$ cat config.mk
export PLATFORM = sky130hd
export DESIGN_NAME = regfile_sb
export DESIGN_NICKNAME = d
export VERILOG_FILES = /design/src/rtl/regfile_sb.sv
export SDC_FILE = /design/constraint.sdc
export NUM_CORES = 2
export LEC_CHECK = 0
export CAP_MARGIN = 20
export CORE_ASPECT_RATIO = 0.6
export CORE_MARGIN = 8
export CORE_UTILIZATION = 45
export CTS_CLUSTER_SIZE = 25
export DETAILED_ROUTE_END_ITERATION = 8
export PLACE_DENSITY = 0.61
export SYNTH_ARGS = -nofsm -noshare
export SYNTH_HDL_FRONTEND = slang
export SYNTH_SLANG_ARGS = --single-unit
$ cat constraint.sdc
create_clock -name clk -period 46.1 [get_ports clk]
set_input_delay 4.61 -clock clk [delete_from_list [all_inputs] [get_ports clk]]
set_output_delay 4.61 -clock clk [all_outputs]
set_load 0.02 [all_outputs]
$ cat src/rtl/regfile_sb.sv
// Multi-port register file with a per-register busy scoreboard for load-use stall detection.
// Optional macro REGFILE_SB_BYPASS_EN forwards same-cycle writebacks to the read ports.
module regfile_sb #(
   parameter int DATA_W = 32,
   parameter int ADDR_W = 5,
   parameter int NUM_RD = 2,
   parameter int NUM_WR = 2
) (
   input  logic                     clk,
   input  logic                     rst,
   input  logic                     flush_i,
   input  logic                     iss_we_i,
   input  logic [ADDR_W-1:0]        iss_addr_i,
   input  logic [NUM_WR-1:0]        wr_en_i,
   input  logic [NUM_WR*ADDR_W-1:0] wr_addr_i,
   input  logic [NUM_WR*DATA_W-1:0] wr_data_i,
   input  logic [NUM_RD-1:0]        rd_en_i,
   input  logic [NUM_RD*ADDR_W-1:0] rd_addr_i,
   output logic [NUM_RD*DATA_W-1:0] rd_data_o,
   output logic [NUM_RD-1:0]        rd_busy_o,
   output logic                     stallreq_o,
   output logic [ADDR_W:0]          busy_cnt_o
);

   localparam int unsigned DEPTH = 2 ** ADDR_W;

   logic [DATA_W-1:0] mem_q [DEPTH];
   logic [DATA_W-1:0] mem_d [DEPTH];
   logic [DEPTH-1:0]  busy_q, busy_d;
   logic [ADDR_W:0]   cnt_q, cnt_d;
   logic [ADDR_W-1:0] ra;

   // Later ports overwrite earlier ones, so the highest port index wins on collision.
   always_comb begin
      mem_d = mem_q;
      for (int unsigned k = 0; k < NUM_WR; k++) begin
         if (wr_en_i[k] && (wr_addr_i[k*ADDR_W +: ADDR_W] != '0)) begin
            mem_d[wr_addr_i[k*ADDR_W +: ADDR_W]] = wr_data_i[k*DATA_W +: DATA_W];
         end
      end
   end

   // Ordering matters: flush, then writeback clears, then issue sets (issue wins).
   always_comb begin
      busy_d = busy_q;
      if (flush_i) begin
         busy_d = '0;
      end
      for (int unsigned k = 0; k < NUM_WR; k++) begin
         if (wr_en_i[k]) begin
            busy_d[wr_addr_i[k*ADDR_W +: ADDR_W]] = 1'b0;
         end
      end
      if (iss_we_i && (iss_addr_i != '0)) begin
         busy_d[iss_addr_i] = 1'b1;
      end
      busy_d[0] = 1'b0;
   end

   always_comb begin
      cnt_d = '0;
      for (int unsigned i = 0; i < DEPTH; i++) begin
         cnt_d = cnt_d + (ADDR_W+1)'(busy_d[i]);
      end
   end

   always_ff @(posedge clk or posedge rst) begin
      if (rst) begin
         for (int unsigned i = 0; i < DEPTH; i++) begin
            mem_q[i] <= '0;
         end
         busy_q <= '0;
         cnt_q  <= '0;
      end else begin
         for (int unsigned i = 0; i < DEPTH; i++) begin
            mem_q[i] <= mem_d[i];
         end
         busy_q <= busy_d;
         cnt_q  <= cnt_d;
      end
   end

   always_comb begin
      rd_data_o = '0;
      rd_busy_o = '0;
      ra        = '0;
      for (int unsigned j = 0; j < NUM_RD; j++) begin
         ra = rd_addr_i[j*ADDR_W +: ADDR_W];
         if (!rst && rd_en_i[j] && (ra != '0)) begin
            rd_data_o[j*DATA_W +: DATA_W] = mem_q[ra];
            rd_busy_o[j]                  = busy_q[ra];
`ifdef REGFILE_SB_BYPASS_EN
            for (int unsigned k = 0; k < NUM_WR; k++) begin
               if (wr_en_i[k] && (wr_addr_i[k*ADDR_W +: ADDR_W] == ra)) begin
                  rd_data_o[j*DATA_W +: DATA_W] = wr_data_i[k*DATA_W +: DATA_W];
                  rd_busy_o[j]                  = 1'b0;
               end
            end
`endif
         end
      end
   end

   assign stallreq_o = |rd_busy_o;
   assign busy_cnt_o = cnt_q;

endmodule

==> out/metrics.yaml <==
status: "complete, no violations"
antenna_left: 0
rows: 109
worst_setup_path_end_kind: "output port"
ir_drop_mv: 0.03106
clk_pin_slew_ps: 70
startpoint_type: "input port"
internal_power_uw: 2140
pre_cts_ws_ps: 30830
hold_buffers: 0
finalClockSkew_ps: 12.53
dp_cells: 7950
fmax_ghz: 0.06525
grt_setup_unrepaired: "no"
max-slew-margin-rel_pct: 18.28
cts_buffer_depth: 3
synthCells: 6379
synth_top_area_share_pct: 39.71
syn_avg_cell_area_um2: 10.48
area_growth_pct: 10.24
nets: 6196
synthSimpleGateAreaFrac_pct: 7.843
start_util_pct: 45.35
grt_use_total_pct: 32.96
routed_wl_mm: 273.9
drc: 0
r2r_start: "busy_q[8]$_DFF_PP0_"
ys_seq_area_share_pct: 39.71
grt_pass1_vias: 51860
cts_tree: "yes"
layoutNonFillerInstCount: 8168
clk_latency_ps: 750
switching_share_pct: 31.33
routedWlPerCell_um: 33.53
setup_tns_ps: 0
gp_congestion: 0.8803
power_frac_seq_pct: 43.7
synth_compound_area_share_pct: 13.00
path_max_fanout: 58
synth_edf_count: 0
startpoint: "rd_addr_i[5]"
place_area_um2: 69690
routed-via-count: 54320
pin_count: 170
worstPathArrival_ps: 10720
fin_crit_ps: 15330
leakagePower_uw: 0.03204
p_switching_uw: 976.2
maxCapViolCount: 0
clock-root-buffer: "clkbuf_16"
cts-htree-levels: 3
synth_top_cell_by_area: "dfrtp_1"
yosysWarningCount: 0
hold_viol: 0
syn_nets: 6506
pwr-share-clk_pct: 31.5
cp-endpoint: "rd_data_o[59]"
critical_path_class: "in2out"
timing.final.ws_setup_ps: 30770
worst_slew_pin_slew_ps: 1226
drt_iter0_drc: 7316
worstHoldPathType: "reg2reg"
viasPerCell: 6.650
slew_violations: 0
ys.flop_type: "dfrtp_1"
finalSetupViolCount: 0
portBuffers: 169
power_density_nw_per_um2: 42.28
grt-ovfl-total: 0
synth-xor-area-share_pct: 0.03930
r2r-end: "busy_cnt_o[4]$_DFF_PP0_"
synth_fa_ha_area_share_pct: 0.8197
hpwl_mm: 152.3
worstPathRequired_ps: 41490
synth_area_leaders: "dfrtp_1 (40%), mux2i_1 (20%), mux4_2 (14%), a21oi_1 (4.1%), o21ai_0 (3.9%)"
reg2regPathDepth: 17
synth_top_family_by_area: "multiplexers"
grt_max_degree: 119
cts.sinks: 1061
die_h_um: 314.6
grt_pass1_wl_mm: 391.0
syn_area_um2: 66860
die_area_um2: 161600
ys_ff_latch: 1061
ys_types: 63
fp.dieW_um: 513.6
dr.pass1.iters: 8
ctsResizeCount: 0
synth-async-reset-ratio_pct: 100.0
pwr-share-comb_pct: 24.7
numCtsBuffers: 110
grt_antenna_before_repair: 23
nFillCells: 13050
stdcell_area_um2: 73710
core_area_um2: 147400
regToRegSetupSlack_ps: 40550
period_share_pct: 33.24
post_cts_buffers: 0
drive_gt1_share_pct: 13.91
muxShareOfSynthArea_pct: 33.20
==> metal layers <==
layer	routed length, um	GRT usage [%]	share of wire [%]	vias up
met5	98	0.3275	0.036	-
met3	35130	10.80	13	840
met1	110500	45.68	40	27040
li1	-	-	-	22700
met4	14320	14.33	5.2	6
met2	113900	47.19	42	3727
==> power groups by stage <==
| stage | Combinational (uW) | Clock, uW | Sequential (uW) |
|---|---|---|---|
| final | 771 | 983 | 1360 |
| after global routing | 833 | 1030 | 1390 |
| after CTS | 760 | 989 | 1350 |
| after detailed placement | 760 | 0 | 1370 |
| after global placement | 730 | 0 | 1350 |
| after floorplan | 587 | 0 | 1300 |
==> layout by cell type, fill, tap and decap left out, drive strengths merged, types with 4 or more instances in the layout <==
master         count
mux2i           1311
dfrtp           1061
nor2             618
o21ai            557
a21oi            551
nand2            523
mux4             401
buf              191
clkdlybuf4s50    159
clkbuf           154
a221oi           124
a22oi             63
o22ai             47
nor2b             39
o22a              38
inv               38
a211oi            34
a22o              32
a32oi             30
nand3b            27
fa                23
clkinv            19
bufinv            17
diode             15
nand4bb           11
o21a               7
ha                 7
nor3b              7
nand3              7
clkinvlp           6
and3               5
and3b              4
mux2               4
or2                4
==> worst min path at each step <==
stage               slack (ps)             startpoint  depth (start not counted)                    end
floorplan                  440  mem_q[1008]$_DFF_PP0_                          1  mem_q[1008]$_DFF_PP0_
global placement           380   mem_q[998]$_DFF_PP0_                          0   mem_q[998]$_DFF_PP0_
detailed placement         380  mem_q[1012]$_DFF_PP0_                          0  mem_q[1012]$_DFF_PP0_
CTS                        400  mem_q[1007]$_DFF_PP0_                          0  mem_q[1007]$_DFF_PP0_
global route               410  mem_q[1021]$_DFF_PP0_                          0  mem_q[1021]$_DFF_PP0_
finish                     390  mem_q[1007]$_DFF_PP0_                          0  mem_q[1007]$_DFF_PP0_
==> registers in the layout, summed over array words and instances, names as in the netlist <==
| signal | count |
|---|---|
| mem_q | 1024 |
| busy_cnt_o | 6 |
| busy_q | 31 |
==> cell usage after synthesis, types with 63 or more instances <==
cell,instances
dfrtp_1,1061
nor2_1,604
mux2i_1,1311
clkbuf_1,521
nand2_1,522
mux4_2,401
a21oi_1,551
a22oi_1,63
a221oi_1,124
buf_4,63
o21ai_0,523
buf_2,145
==> through the flow <==
stage | hold slack [ps] | utilization (%) | power (uW)
final | 394.8 | 50.00 | 3116
after global routing | 408.9 | 49.98 | 3249
after CTS | 398.7 | 49.89 | 3102
after detailed placement | 383.7 | 47.27 | 2127
after global placement | 380.8 | 46.99 | 2085
after floorplan | 441.3 | - | 1889
==> worst max-delay path: stages <==
cell and delay, ps:
buf_8 440, buf_4 770, buf_4 800, buf_4 790, buf_4 750, mux2i_1 180
a221oi_1 390, nor2_1 80, o21ai_0 340, a22o_1 650, clkdlybuf4s50_1 740
==> final cells by class <==
cell class	instances	area (um^2)	share of cell area (%)
antenna	15	37.54	0.05093
timing repair buffer	352	3455	4.687
clock inverter	46	685.7	0.9302
inverter	34	137.6	0.1867
clock buffer	152	3174	4.307
multi-input combinational	4510	37170	50.43
sequential	1061	26550	36.02
tap	1998	2500	3.392
==> cell families (layout without fill, tap and decap cells) <==
group / after synthesis / after routing
muxes: 1716 / 1716
AOI/OAI and AO/OA: 1496 / 1496
and+or+nand+nor: 1265 / 1265
DFF: 1061 / 1061
buffers and inverters: 808 / 584
adders and majority gates: 30 / 30
xor gates and xnor gates: 3 / 3
other: 0 / 15
Note: power is estimated with default switching activity, not from simulation.
